### config.mk
export PLATFORM = sky130hd
export DESIGN_NAME = fetch_buffer_flat
export DESIGN_NICKNAME = d
export VERILOG_FILES = /design/src/rtl/fetch_pkg.sv /design/src/rtl/fetch_buffer_if.sv /design/src/rtl/fetch_fifo.sv /design/src/rtl/fetch_buffer.sv /design/src/flat_wrapper.sv
export SDC_FILE = /design/constraint.sdc
export NUM_CORES = 1
export LEC_CHECK = 0
export CORE_ASPECT_RATIO = 0.75
export CORE_MARGIN = 4
export CORE_UTILIZATION = 50
export CTS_CLUSTER_DIAMETER = 30
export CTS_CLUSTER_SIZE = 10
export DETAILED_ROUTE_END_ITERATION = 12
export PLACE_DENSITY = 0.76
export SYNTH_ARGS = -nofsm -noshare
export SYNTH_HDL_FRONTEND = slang
export SYNTH_HIERARCHICAL = 1
export SYNTH_SLANG_ARGS = --single-unit
### constraint.sdc
create_clock -name clk -period 4.8 [get_ports clk]
set_clock_uncertainty 0.2 [all_clocks]
set_input_delay 1.2 -clock clk [delete_from_list [all_inputs] [get_ports clk]]
set_output_delay 1.2 -clock clk [all_outputs]
set_load 0.03 [all_outputs]
### src/rtl/fetch_pkg.sv
// rtl/fetch_pkg.sv - shared entry type, constants and helpers for the fetch buffer
package fetch_pkg;

  localparam logic [31:0] NOP_INSTR   = 32'h0000_0013;
  localparam int          INSTR_BYTES = 4;

  typedef struct packed {
    logic [31:0] instr;
    logic [31:0] pc;
  } fetch_entry_t;

  // Redirect targets are forced onto a word boundary before fetch resumes.
  function automatic logic [31:0] word_align(input logic [31:0] addr);
    return {addr[31:2], 2'b00};
  endfunction

endpackage

### src/rtl/fetch_buffer_if.sv
// rtl/fetch_buffer_if.sv - imem, redirect and decode-side signal bundle of the fetch buffer
interface fetch_buffer_if #(
  parameter int DEPTH = 4
);

  localparam int CW = $clog2(DEPTH + 1);

  // instruction ROM side
  logic          imem_req;
  logic [31:0]   imem_addr;
  logic [31:0]   imem_rdata;

  // execute-stage redirect
  logic          redirect_valid;
  logic [31:0]   redirect_pc;

  // decode side
  logic          out_valid;
  logic          out_ready;
  logic [31:0]   out_instr;
  logic [31:0]   out_pc;
  logic [CW-1:0] count;

  // the fetch buffer itself
  modport master (
    output imem_req, imem_addr, out_valid, out_instr, out_pc, count,
    input  imem_rdata, redirect_valid, redirect_pc, out_ready
  );

  // the surrounding core / ROM
  modport slave (
    input  imem_req, imem_addr, out_valid, out_instr, out_pc, count,
    output imem_rdata, redirect_valid, redirect_pc, out_ready
  );

endinterface

### src/rtl/fetch_fifo.sv
// rtl/fetch_fifo.sv - synchronous FIFO of {instr, pc} entries with flush priority over push/pop
module fetch_fifo
  import fetch_pkg::*;
#(
  parameter int DEPTH = 4
) (
  input  logic                         clk,
  input  logic                         rst,
  input  logic                         flush,
  input  logic                         push,
  input  fetch_entry_t                 push_data,
  input  logic                         pop,
  output fetch_entry_t                 head,
  output logic [$clog2(DEPTH+1)-1:0]   count
);

  localparam int CW = $clog2(DEPTH + 1);
  localparam int AW = $clog2(DEPTH);

  fetch_entry_t   mem [DEPTH];
  logic [AW-1:0]  wr_ptr;
  logic [AW-1:0]  rd_ptr;

  // Pointers wrap naturally because DEPTH is a power of two; flush empties in one edge.
  always_ff @(posedge clk) begin
    if (rst || flush) begin
      wr_ptr <= '0;
      rd_ptr <= '0;
      count  <= '0;
    end else begin
      if (push) begin
        wr_ptr <= wr_ptr + AW'(1);
      end
      if (pop) begin
        rd_ptr <= rd_ptr + AW'(1);
      end
      if (push && !pop) begin
        count <= count + CW'(1);
      end else if (!push && pop) begin
        count <= count - CW'(1);
      end
    end
  end

  // Entry storage; a flushed push never lands.
  always_ff @(posedge clk) begin
    if (!rst && !flush && push) begin
      mem[wr_ptr] <= push_data;
    end
  end

  assign head = mem[rd_ptr];

endmodule

### src/rtl/fetch_buffer.sv
// rtl/fetch_buffer.sv - fetch PC, single outstanding imem read and decode queue; FETCH_BUF_BYPASS_EN adds response bypass
module fetch_buffer
  import fetch_pkg::*;
#(
  parameter int          DEPTH    = 4,
  parameter logic [31:0] RESET_PC = 32'h0000_0000
) (
  input  logic           clk,
  input  logic           rst,
  fetch_buffer_if.master bus
);

  localparam int CW = $clog2(DEPTH + 1);
  localparam int OW = CW + 1;

  logic [31:0]   fetch_pc;
  logic [31:0]   inflight_pc;
  logic          inflight;

  logic [CW-1:0] fifo_count;
  fetch_entry_t  fifo_head;
  fetch_entry_t  rsp_entry;
  logic          fifo_empty;
  logic          fifo_push;
  logic          fifo_pop;

  logic          bypass;
  logic          out_valid_c;
  logic          pop;
  logic          issue;
  logic [OW-1:0] occupancy;

  assign fifo_empty      = (fifo_count == '0);
  assign rsp_entry.instr = bus.imem_rdata;
  assign rsp_entry.pc    = inflight_pc;

`ifdef FETCH_BUF_BYPASS_EN
  assign bypass = !rst && fifo_empty && inflight && !bus.redirect_valid;
`else
  assign bypass = 1'b0;
`endif

  // Decode sees the FIFO head first, otherwise a bypassed response, otherwise a NOP bubble.
  always_comb begin
    out_valid_c   = 1'b0;
    bus.out_instr = NOP_INSTR;
    bus.out_pc    = 32'h0;
    if (!rst && !fifo_empty) begin
      out_valid_c   = 1'b1;
      bus.out_instr = fifo_head.instr;
      bus.out_pc    = fifo_head.pc;
    end else if (bypass) begin
      out_valid_c   = 1'b1;
      bus.out_instr = rsp_entry.instr;
      bus.out_pc    = rsp_entry.pc;
    end
  end

  assign bus.out_valid = out_valid_c;
  assign bus.count     = fifo_count;

  // A redirect kills the handshake, so nothing is consumed in that cycle.
  assign pop      = out_valid_c && bus.out_ready && !bus.redirect_valid;
  assign fifo_pop = pop && !fifo_empty;

  // A bypassed response that decode takes right away never occupies a slot.
  assign fifo_push = inflight && !bus.redirect_valid && !(bypass && pop);

  // Credit: entries held plus the one read in flight, minus what leaves this cycle.
  assign occupancy = OW'(fifo_count) + OW'(inflight) - OW'(pop);
  assign issue     = !rst && !bus.redirect_valid && (occupancy < OW'(DEPTH));

  assign bus.imem_req  = issue;
  assign bus.imem_addr = fetch_pc;

  // Fetch PC and the single outstanding-read tracker; redirect beats everything but reset.
  always_ff @(posedge clk) begin
    if (rst) begin
      fetch_pc    <= RESET_PC;
      inflight    <= 1'b0;
      inflight_pc <= 32'h0;
    end else if (bus.redirect_valid) begin
      fetch_pc <= word_align(bus.redirect_pc);
      inflight <= 1'b0;
    end else begin
      inflight <= issue;
      if (issue) begin
        inflight_pc <= fetch_pc;
        fetch_pc    <= fetch_pc + 32'(INSTR_BYTES);
      end
    end
  end

  fetch_fifo #(
    .DEPTH (DEPTH)
  ) u_fifo (
    .clk       (clk),
    .rst       (rst),
    .flush     (bus.redirect_valid),
    .push      (fifo_push),
    .push_data (rsp_entry),
    .pop       (fifo_pop),
    .head      (fifo_head),
    .count     (fifo_count)
  );

endmodule

### src/flat_wrapper.sv
// flat-port wrapper written by rule: the top's interface ports become plain ports
module fetch_buffer_flat import fetch_pkg::*;
#(
  parameter int          DEPTH    = 4,
  parameter logic [31:0] RESET_PC = 32'h0000_0000
)
  (clk, rst, bus_imem_req, bus_imem_addr, bus_out_valid, bus_out_instr, bus_out_pc, bus_count, bus_imem_rdata, bus_redirect_valid, bus_redirect_pc, bus_out_ready);
  fetch_buffer_if #(.DEPTH(DEPTH)) bus_i ();
  input  logic clk;
  input  logic rst;
  output wire logic [$bits(bus_i.imem_req)-1:0] bus_imem_req;
  output wire logic [$bits(bus_i.imem_addr)-1:0] bus_imem_addr;
  output wire logic [$bits(bus_i.out_valid)-1:0] bus_out_valid;
  output wire logic [$bits(bus_i.out_instr)-1:0] bus_out_instr;
  output wire logic [$bits(bus_i.out_pc)-1:0] bus_out_pc;
  output wire logic [$bits(bus_i.count)-1:0] bus_count;
  input wire logic [$bits(bus_i.imem_rdata)-1:0] bus_imem_rdata;
  input wire logic [$bits(bus_i.redirect_valid)-1:0] bus_redirect_valid;
  input wire logic [$bits(bus_i.redirect_pc)-1:0] bus_redirect_pc;
  input wire logic [$bits(bus_i.out_ready)-1:0] bus_out_ready;
  assign bus_imem_req = bus_i.imem_req;
  assign bus_imem_addr = bus_i.imem_addr;
  assign bus_out_valid = bus_i.out_valid;
  assign bus_out_instr = bus_i.out_instr;
  assign bus_out_pc = bus_i.out_pc;
  assign bus_count = bus_i.count;
  assign bus_i.imem_rdata = bus_imem_rdata;
  assign bus_i.redirect_valid = bus_redirect_valid;
  assign bus_i.redirect_pc = bus_redirect_pc;
  assign bus_i.out_ready = bus_out_ready;
  fetch_buffer #(.DEPTH(DEPTH), .RESET_PC(RESET_PC)) u_core (.clk(clk), .rst(rst), .bus(bus_i));
endmodule
==> flow_summary.json, run 1 <==
{
  "cts.path.max_buffers": 3,
  "die_y_um": 148.5,
  "startpoint_type": "primary input",
  "postSynth.asyncResetShare_pct": 0,
  "antenna_found_initial": 0,
  "hold_viol": 0,
  "die_x_um": 195.4,
  "hpwl_um": 17990,
  "tightest_slew_ps": 648.4,
  "holdBufCountCts": 0,
  "dp_cells": 1317,
  "num_vias": 7876,
  "post-route-util_pct": 66.07,
  "leakage_nw": 5.674,
  "place_congestion": 0.8668,
  "layout.nets": 1103,
  "drive_gt1_share_pct": 18.53,
  "routed_via_density": 5.598,
  "setup_violations": 0,
  "cts_buffers": 50,
  "die_area_sq_mm": 0.02903,
  "startpoint": "bus_out_ready",
  "crit_top_cell": "ha_1",
  "power_density_mw_per_mm2": 411.3,
  "ant_nets": 0,
  "num_rows": 51,
  "crit_type": "primary input to output port",
  "drt_iter0_markers": 562,
  "critPathSlowestCell": "clkdlybuf4s50_1",
  "n_antenna_cell": 0,
  "use_met3_pct": 4.167,
  "cp_data_required_time_ps": 3400,
  "syn-instance-count": 833,
  "worstSetupEndpointType": "output port",
  "run_status": "finished, final reports clean",
  "synth-seq-cells": 326,
  "yosys_warnings": 6,
  "use_met1_pct": 28.57,
  "cts_root_buf": "clkbuf_16",
  "post_drt_wl_per_cell_um": 20.34,
  "synth-main-ff-cell": "edfxtp_1",
  "min_from": "u_core/inflight_pc[15]",
  "grt.overflow.total": 0,
  "synth_edf_count": 256,
  "cts_resized": 0,
  "portBuffers": 164,
  "hold_slack_ps": 300.5,
  "stdcell_count": 1407,
  "postCtsSetupBuffers": 0,
  "cts_tree": "yes",
  "top_usage_layer": "met2",
  "peakVddDrop_v": 0.0003614,
  "crit_chain": "clkdlybuf4s50_1 > and3_1 > ha_1 > inv_1 > ha_1 > and3b_1 > or4_1 > and2_4 > clkinv_4 > buf_4",
  "ys_top_cells_by_area": "edfxtp_1 58%, dfxtp_1 11%, mux4_2 10%, and2_1 2.9%, nand2_1 2.3%",
  "drc": 0,
  "cts.sinks": 326,
  "clock.fmax_mhz": 215.4,
  "clkLatencyLatePin_ps": 530,
  "arrival_ps": 3240,
  "holdCritPathClass": "register to register",
  "met2_usage_pct": 31.07,
  "grt_max_degree": 55,
  "slew_headroom_pct": 56.61,
  "cts.clk_slew.worst_paths_ps": 50,
  "finalCritPeriodShare_pct": 96.72,
  "io-pin-count": 169,
  "rsz0062_at_grt": "no",
  "r2r-start": "u_core/u_fifo/count[2]",
  "ys_seq_area_share_pct": 69.02,
  "htree_num_levels": 2,
  "final_max_slew_viol_count": 0,
  "drt-total-wl_um": 28620,
  "grt_use_total_pct": 19.60,
  "synth_most_common_cell": "edfxtp_1",
  "core-area_sq_mm": 0.02597,
  "period_needed_ps": 4642,
  "synth_cell_types": 50,
  "netlist_area_sq_mm": 0.01317,
  "grt_pass1_vias": 7973,
  "crit_fanout": 2,
  "start_util_pct": 50.71,
  "syn_to_final_growth_pct": 30.31,
  "grt_pass1_wl_um": 45350,
  "firstDrtPassIters": 5,
  "synth_top_area_share_pct": 58.38,
  "syn_area_per_cell_sq_um": 15.81,
  "synth_top_cell_by_area": "edfxtp_1",
  "cap_violations": 0,
  "synthTopCellsByCount": "256 x edfxtp_1, 80 x nand2_1, 70 x dfxtp_1",
  "critical_path.max_stage_delay_ps": 480
}
## per-layer routing
metal	wire, um	up-vias	share of wire [%]
li1	-	3613	-
met1	12700	3962	44
met2	13650	260	48
met3	1897	41	6.6
met4	368	0	1.3
met5	0	-	0
## cell type report
cell class                 count  area, sq um
sequential                   326         9096
multi-input combinational    449         3760
clock buffer                  62         1349
clock inverter                28        339.1
inverter                      13        58.81
fill                        1838         8811
tap                          344        430.4
timing repair buffer         185         2127
## worst max-delay path: cells and delay by family
| family | cells | cell delay (ps) |
|---|---|---|
| fa+ha+maj | 2 | 390 |
| buf+inv | 4 | 710 |
| simple gates | 4 | 940 |
## flip-flops by register name, summed over array words and instances, names as in the netlist, named ones only
register	count
u_core/inflight_pc	30
u_core/bus.imem_addr	30
u_core/u_fifo/wr_ptr	2
u_core/u_fifo/count	3
u_core/u_fifo/mem	256
u_core/inflight	1
u_core/u_fifo/rd_ptr	2
## cells by family after synthesis
group                      after synthesis  synth area share [%]
buffers and inverters                   67                 2.917
and+or+nand+nor                        247                 9.530
AOI/OAI and AO/OA                       98                 5.093
DFF                                    326                 69.02
muxes                                   66                 11.21
other                                    1               0.02848
adders and majority gates               10                 1.007
xor gates and xnor gates                18                 1.197
## report_power, final
| group | leakage (nW) | switching, mW | total [mW] | internal, mW |
|---|---|---|---|---|
| Clock | 0.822 | 1.22 | 3.59 | 2.37 |
| Sequential | 2.98 | 0.0506 | 3.12 | 3.07 |
| Combinational | 1.87 | 0.191 | 0.348 | 0.157 |
| Total | 5.67 | 1.46 | 7.06 | 5.60 |
## layout by cell type, fill, tap and decap left out, drive strengths merged, types with 4 or more instances in the layout
cell type / n
edfxtp: 256
clkdlybuf4s50: 134
nand2: 80
dfxtp: 70
mux4: 64
and2: 62
clkbuf: 62
buf: 50
a21oi: 39
nor2: 35
inv: 17
a211oi: 15
a2111oi: 15
clkinv: 15
xnor2: 14
nand3: 11
nand4: 11
or3: 10
conb: 10
ha: 9
nor3: 8
and3: 8
bufinv: 7
or4: 7
nor2b: 7
o211ai: 5
a31oi: 5
xor2: 4
## through the flow
step	setup slack (ps)	power, mW	setup TNS, ps	cell area [sq um]
floorplan	92.07	3.342	0	13260
global placement	26.85	3.514	0	15470
detailed placement	-0.06772	3.522	-0.06772	15470
CTS	0.3233	7.126	0	17160
global route	21.40	7.302	0	17160
finish	157.6	7.058	0	17160
## final timing paths
path	slack [ps]	endpoint	cells after the start
setup reg to reg	1240	u_core/bus.imem_addr[19]	13
hold reg to reg	300	u_core/inflight_pc[15]	2
setup / recovery	160	bus_imem_req	10
hold / removal	300	u_core/inflight_pc[15]	2
No activity file was read; power rests on OpenSTA's default activity.
==> inputs of run 2 (changes only) <==
--- a/config.mk
+++ b/config.mk
@@ -7,11 +7,12 @@
 export LEC_CHECK = 0
 export CORE_ASPECT_RATIO = 0.75
 export CORE_MARGIN = 4
-export CORE_UTILIZATION = 50
+export CORE_UTILIZATION = 55
 export CTS_CLUSTER_DIAMETER = 30
 export CTS_CLUSTER_SIZE = 10
 export DETAILED_ROUTE_END_ITERATION = 12
-export PLACE_DENSITY = 0.76
+export GPL_ROUTABILITY_DRIVEN = 1
+export PLACE_DENSITY = 0.79
 export SYNTH_ARGS = -nofsm -noshare
 export SYNTH_HDL_FRONTEND = slang
 export SYNTH_HIERARCHICAL = 1
==> constraint.sdc (replaced) <==
create_clock -name clk -period 4.3 [get_ports clk]
set_clock_uncertainty 0.2 [all_clocks]
set_input_delay 1.075 -clock clk [delete_from_list [all_inputs] [get_ports clk]]
set_output_delay 1.075 -clock clk [all_outputs]
set_load 0.03 [all_outputs]
==> run 2 against run 1 <==
Net effect:
- global-route usage grew 1.8 points
- critical path depth is the same
- flip-flop and latch count is the same
- clock power shrank 2%
- routed wire length shrank 1.3%
- non-clock buffer count grew 7
- register-to-register slack lost 480 ps
- sequential power grew 12%
- largest cell class unchanged
- highest routed layer unchanged
==> flow_summary.json, run 2 (synthesis results as in run 1) <==
{
  "final_cell_mix": "256 x edfxtp_1, 98 x clkdlybuf4s50_1, 80 x nand2_1",
  "drt-total-wl_um": 28240,
  "met2_usage_pct": 34.73,
  "worstReg2RegEnd": "u_core/bus.imem_addr[26]",
  "portBuffers": 164,
  "arrival_ps": 2880,
  "clkLatencyLatePin_ps": 530,
  "die_x_um": 186.7,
  "hpwl_um": 17430,
  "period_needed_ps": 4160,
  "grt_max_degree": 65,
  "critical_path.top_delay_family": "simple AND/OR/NAND/NOR gates",
  "clock.fmax_mhz": 240.4,
  "rsz0062_at_grt": "no",
  "finalPower_mw": 7.397,
  "grt_pass1_vias": 7969,
  "finalCritPeriodShare_pct": 96.74,
  "worstHoldPathCells": 0,
  "peakVddDrop_v": 0.0003002,
  "setup_violations": 0,
  "die_area_sq_mm": 0.02651,
  "hold_slack_ps": 301.9,
  "min_from": "u_core/inflight_pc[7]",
  "cts.path.max_buffers": 3,
  "grt_pass1_wl_um": 44880,
  "drive_gt1_share_pct": 21.66,
  "antenna_found_initial": 0,
  "largest_register_ffs": 256,
  "htree_num_levels": 2,
  "power_density_mw_per_mm2": 440.0,
  "top_register": "u_core/u_fifo/mem",
  "crit_fanout": 2,
  "grt.overflow.total": 0,
  "slew_headroom_pct": 42.95,
  "crit_top_cell": "ha_1",
  "cts_root_buf": "clkbuf_16",
  "tns_ps": 0,
  "cp_data_required_time_ps": 3020,
  "cts.sinks": 326,
  "use_met3_pct": 4.438,
  "worstSetupEndpointType": "output port",
  "stdcell_count": 1362,
  "io-pin-count": 169,
  "num_vias": 7853,
  "cp_num_buf_inv": 4,
  "grt_use_total_pct": 21.44,
  "final_cell_area_sq_mm": 0.01681,
  "place_area_sq_mm": 0.01535,
  "holdCritPathClass": "register to register",
  "cts.clk_slew.worst_paths_ps": 50,
  "critical_path.max_stage_delay_ps": 430,
  "syn_to_final_growth_pct": 27.66,
  "die_y_um": 142.0,
  "use_met1_pct": 30.56,
  "n_antenna_cell": 0,
  "post-route-util_pct": 72.14,
  "r2r_setup_slack_ps": 760,
  "layout.nets": 1107,
  "startpoint_type": "primary input",
  "reg2reg_depth": 13,
  "critPathSlowestCell": "or4_1",
  "mostFrequentLayoutCell": "edfxtp_1",
  "place_congestion": 0.8871,
  "run_status": "finished, final reports clean",
  "start_util_pct": 56.51,
  "dp_worst_setup_slack_ps": -287.4,
  "post_drt_wl_per_cell_um": 20.74,
  "hold_viol": 0,
  "leakage_nw": 5.646,
  "dp_cells": 1280,
  "drt_iter0_markers": 597,
  "crit_chain": "dlygate4sd2_1 > and3_1 > ha_1 > inv_1 > ha_1 > and3b_1 > or4_1 > and2_4 > clkinv_4 > buf_6",
  "ant_nets": 0,
  "top_usage_layer": "met2",
  "routed_via_density": 5.766,
  "num_rows": 48,
  "cts_buffers": 47,
  "cts_tree": "yes",
  "tightest_slew_ps": 855.8,
  "holdBufCountCts": 0,
  "r2r-start": "u_core/u_fifo/count[2]",
  "crit_type": "primary input to output port",
  "final_max_slew_viol_count": 0,
  "postCtsSetupBuffers": 0,
  "holdPathEnd": "u_core/u_fifo/mem[1][7]",
  "drc": 0,
  "cap_violations": 0,
  "layout_setup_ws_ps": 140.3,
  "core-area_sq_mm": 0.02330,
  "firstDrtPassIters": 5
}
## run 2: cell count changes in the layout (fill, tap and decap cells not counted), moves of 2 or more
cell             change
inv_4                +2
buf_12               -3
inv_6                -2
bufinv_16            -5
clkdlybuf4s50_1     -36
clkinvlp_4           +2
clkbuf_16            -3
clkinv_2             -5
buf_4               +44
clkbuf_1             +3
## run 2: where the power goes
part,switching (mW),internal (mW),total (mW)
sequential,0.0552,3.43,3.48
combinational,0.214,0.174,0.388
clock,1.31,2.22,3.53
## run 2: area by class of cell
type | instances | area [sq um]
Clock buffer | 62 | 1285
Sequential cell | 326 | 9096
Clock inverter | 20 | 173.9
Multi-Input combinational cell | 449 | 3765
Timing Repair Buffer | 192 | 2049
Fill cell | 1477 | 6491
Inverter | 13 | 66.31
Tap cell | 300 | 375.4
## run 2: worst max-delay path by stage
stage / slack (ps) / end / start / cells past startpoint
after floorplan: -130 / bus_imem_req / rst / 13
after global placement: -290 / bus_imem_req / bus_redirect_valid / 11
after detailed placement: -290 / bus_imem_req / bus_redirect_valid / 11
after CTS: 50 / bus_imem_req / bus_redirect_valid / 11
after global routing: 40 / bus_imem_req / u_core/u_fifo/count[2] / 11
final: 140 / bus_imem_req / bus_out_ready / 10
## run 2: timing repair
item                                   CTS  global route
resized for setup                        4             3
setup endpoints to repair                1             1
endpoints found under the hold margin    0             0
pin swaps                                0             0
## run 2: per-layer routing
metal  routed length, um  vias up
met1               12280     3924
li1                    -     3605
met5                   0        -
met4                 473        0
met3                1907       47
met2               13580      277
==> inputs of run 3 (changes only) <==
--- a/config.mk
+++ b/config.mk
@@ -12,6 +12,7 @@
 export CTS_CLUSTER_SIZE = 10
 export DETAILED_ROUTE_END_ITERATION = 12
 export GPL_ROUTABILITY_DRIVEN = 1
+export GPL_TIMING_DRIVEN = 0
 export PLACE_DENSITY = 0.79
 export SYNTH_ARGS = -nofsm -noshare
 export SYNTH_HDL_FRONTEND = slang
==> run 3 against run 2 <==
Net effect:
- critical endpoint unchanged
- routed wire length is 9.0% higher
- core utilization increased by 1.0 points
- sequential power about the same
==> flow_summary.json, run 3 (synthesis results as in run 1) <==
{
  "layout.nets": 1147,
  "min_from": "u_core/inflight_pc[14]",
  "grt_pass1_vias": 8402,
  "cts_buffers": 47,
  "r2r_setup_slack_ps": 460,
  "routed_via_density": 5.824,
  "largest_register_ffs": 256,
  "startpoint_type": "primary input",
  "worstReg2RegEnd": "u_core/inflight_pc[26]",
  "cts.path.max_buffers": 3,
  "leakage_nw": 5.685,
  "slew_headroom_pct": 45.21,
  "tightest_slew_ps": 801.1,
  "portBuffers": 164,
  "grt.overflow.total": 0,
  "mostFrequentLayoutCell": "edfxtp_1",
  "die_area_sq_mm": 0.02651,
  "cts.clk_slew.worst_paths_ps": 50,
  "firstDrtPassIters": 6,
  "holdCritPathClass": "register to register",
  "ant_nets": 0,
  "place_congestion": 0.9323,
  "r2r-start": "u_core/u_fifo/count[2]",
  "drive_gt1_share_pct": 17.23,
  "grt_pass1_wl_um": 47900,
  "final_max_slew_viol_count": 0,
  "fillers": 1489,
  "power_density_mw_per_mm2": 443.9,
  "period_needed_ps": 4246,
  "worstHoldPathCells": 2,
  "htree_num_levels": 2,
  "critical_path.max_stage_delay_ps": 430,
  "met2_usage_pct": 37.08,
  "top_register": "u_core/u_fifo/mem",
  "crit_chain": "buf_6 > nor2_4 > and3_4 > ha_4 > inv_1 > ha_1 > and3b_2 > or4_4 > and2_4 > clkinv_8 > buf_8",
  "clock.fmax_mhz": 235.5,
  "cts_root_buf": "clkbuf_16",
  "core-area_sq_mm": 0.02330,
  "drc": 0,
  "cp_data_required_time_ps": 3020,
  "cp_num_buf_inv": 4,
  "syn_to_final_growth_pct": 29.50,
  "use_met3_pct": 5.101,
  "arrival_ps": 2970,
  "setup_violations": 0,
  "die_x_um": 186.7,
  "use_met1_pct": 32.66,
  "final_cell_mix": "256 x edfxtp_1, 150 x clkdlybuf4s50_1, 80 x nand2_1",
  "start_util_pct": 56.51,
  "crit_fanout": 5,
  "io-pin-count": 169,
  "cts.sinks": 326,
  "grt_use_total_pct": 23.20,
  "cap_violations": 0,
  "grt_max_degree": 57,
  "clkLatencyLatePin_ps": 530,
  "drt-total-wl_um": 30770,
  "worstSetupEndpointType": "output port",
  "hold_viol": 0,
  "critical_path.top_delay_family": "simple AND/OR/NAND/NOR gates",
  "n_antenna_cell": 0,
  "reg2reg_depth": 15,
  "critPathSlowestCell": "or4_4",
  "die_y_um": 142.0,
  "place_area_sq_mm": 0.01543,
  "cts_tree": "yes",
  "hold_slack_ps": 298.0,
  "antenna_found_initial": 0,
  "post_drt_wl_per_cell_um": 21.93,
  "top_usage_layer": "met2",
  "num_vias": 8171,
  "num_rows": 48,
  "peakVddDrop_v": 0.0003399,
  "drt_iter0_markers": 718,
  "hpwl_um": 19600,
  "holdPathEnd": "u_core/inflight_pc[14]",
  "final_cell_area_sq_mm": 0.01705,
  "tns_ps": 0,
  "run_status": "finished, final reports clean",
  "finalCritPeriodShare_pct": 98.75,
  "crit_type": "primary input to output port"
}
-- run 3: cell count changes in the layout (fill, tap and decap cells not counted), sizes merged --
cell,before,now
clkdlybuf4s15,0,1
inv,17,14
bufinv,2,4
dlygate4sd2,1,10
clkbuf,63,95
buf,92,39
clkdlybuf4s50,98,150
clkinv,10,12
clkinvlp,4,3
-- run 3: how the worst max path moves through the flow --
stage	slack, ps	cells past startpoint	startpoint	to
4_1_cts	-250	14	rst	bus_imem_req
6_report	50	11	rst	bus_imem_req
5_1_grt	-30	12	rst	bus_imem_req
3_3_place_gp	-1780	6	bus_redirect_valid	u_core/u_fifo/mem[1][3]
3_5_place_dp	-1760	15	rst	bus_imem_req
2_1_floorplan	-130	13	rst	bus_imem_req
-- run 3: layout make-up --
type	count	area (sq um)	share of cell area (%)
clock inverter	20	219.0	1.284
sequential	326	9092	53.32
clock buffer	63	1309	7.674
inverter	13	87.58	0.5136
timing repair buffer	184	1867	10.95
tap	300	375.4	2.201
multi-input combinational	449	3794	22.24
buffer	48	310.3	1.820
-- run 3: tightest hold or removal path: stages, from the launching register on --
cell and delay [ps]:
dfxtp_1 330, nand2_1 60, a21oi_1 50
-- run 3: layer usage --
metal | share of wire, % | vias to the layer above | wire length (um)
li1 | - | 3694 | -
met1 | 42 | 4066 | 12990
met2 | 47 | 352 | 14620
met3 | 7.9 | 59 | 2439
met4 | 2.4 | 0 | 724
met5 | 0 | - | 0
-- run 3: what timing repair did --
action,4_1_cts,5_1_grt
endpoints found under the setup margin,111,45
gates resized for setup,40,17
hold buffers,0,0
endpoints found under the hold margin,0,0
buffers inserted,11,5
pin swaps,3,5
-- run 3: where the power goes --
group          leakage (nW)  switching (mW)  internal, mW
registers              2.98          0.0513          3.43
clock network         0.734            1.31          2.37
logic                  1.97           0.233         0.180
total                  5.68            1.59          5.98
-- run 3: through the flow --
stage | cells | power [mW] | worst slack [ps] | utilization (%)
6_report | 1403 | 7.571 | 53.84 | 73.19
5_1_grt | 1403 | 7.807 | -30.82 | 73.19
4_1_cts | 1402 | 7.622 | -254.7 | 73.10
3_5_place_dp | 1310 | 3.940 | -1760 | 66.23
3_3_place_gp | 1306 | 3.930 | -1778 | 65.67
2_1_floorplan | 842 | 3.733 | -132.3 | -
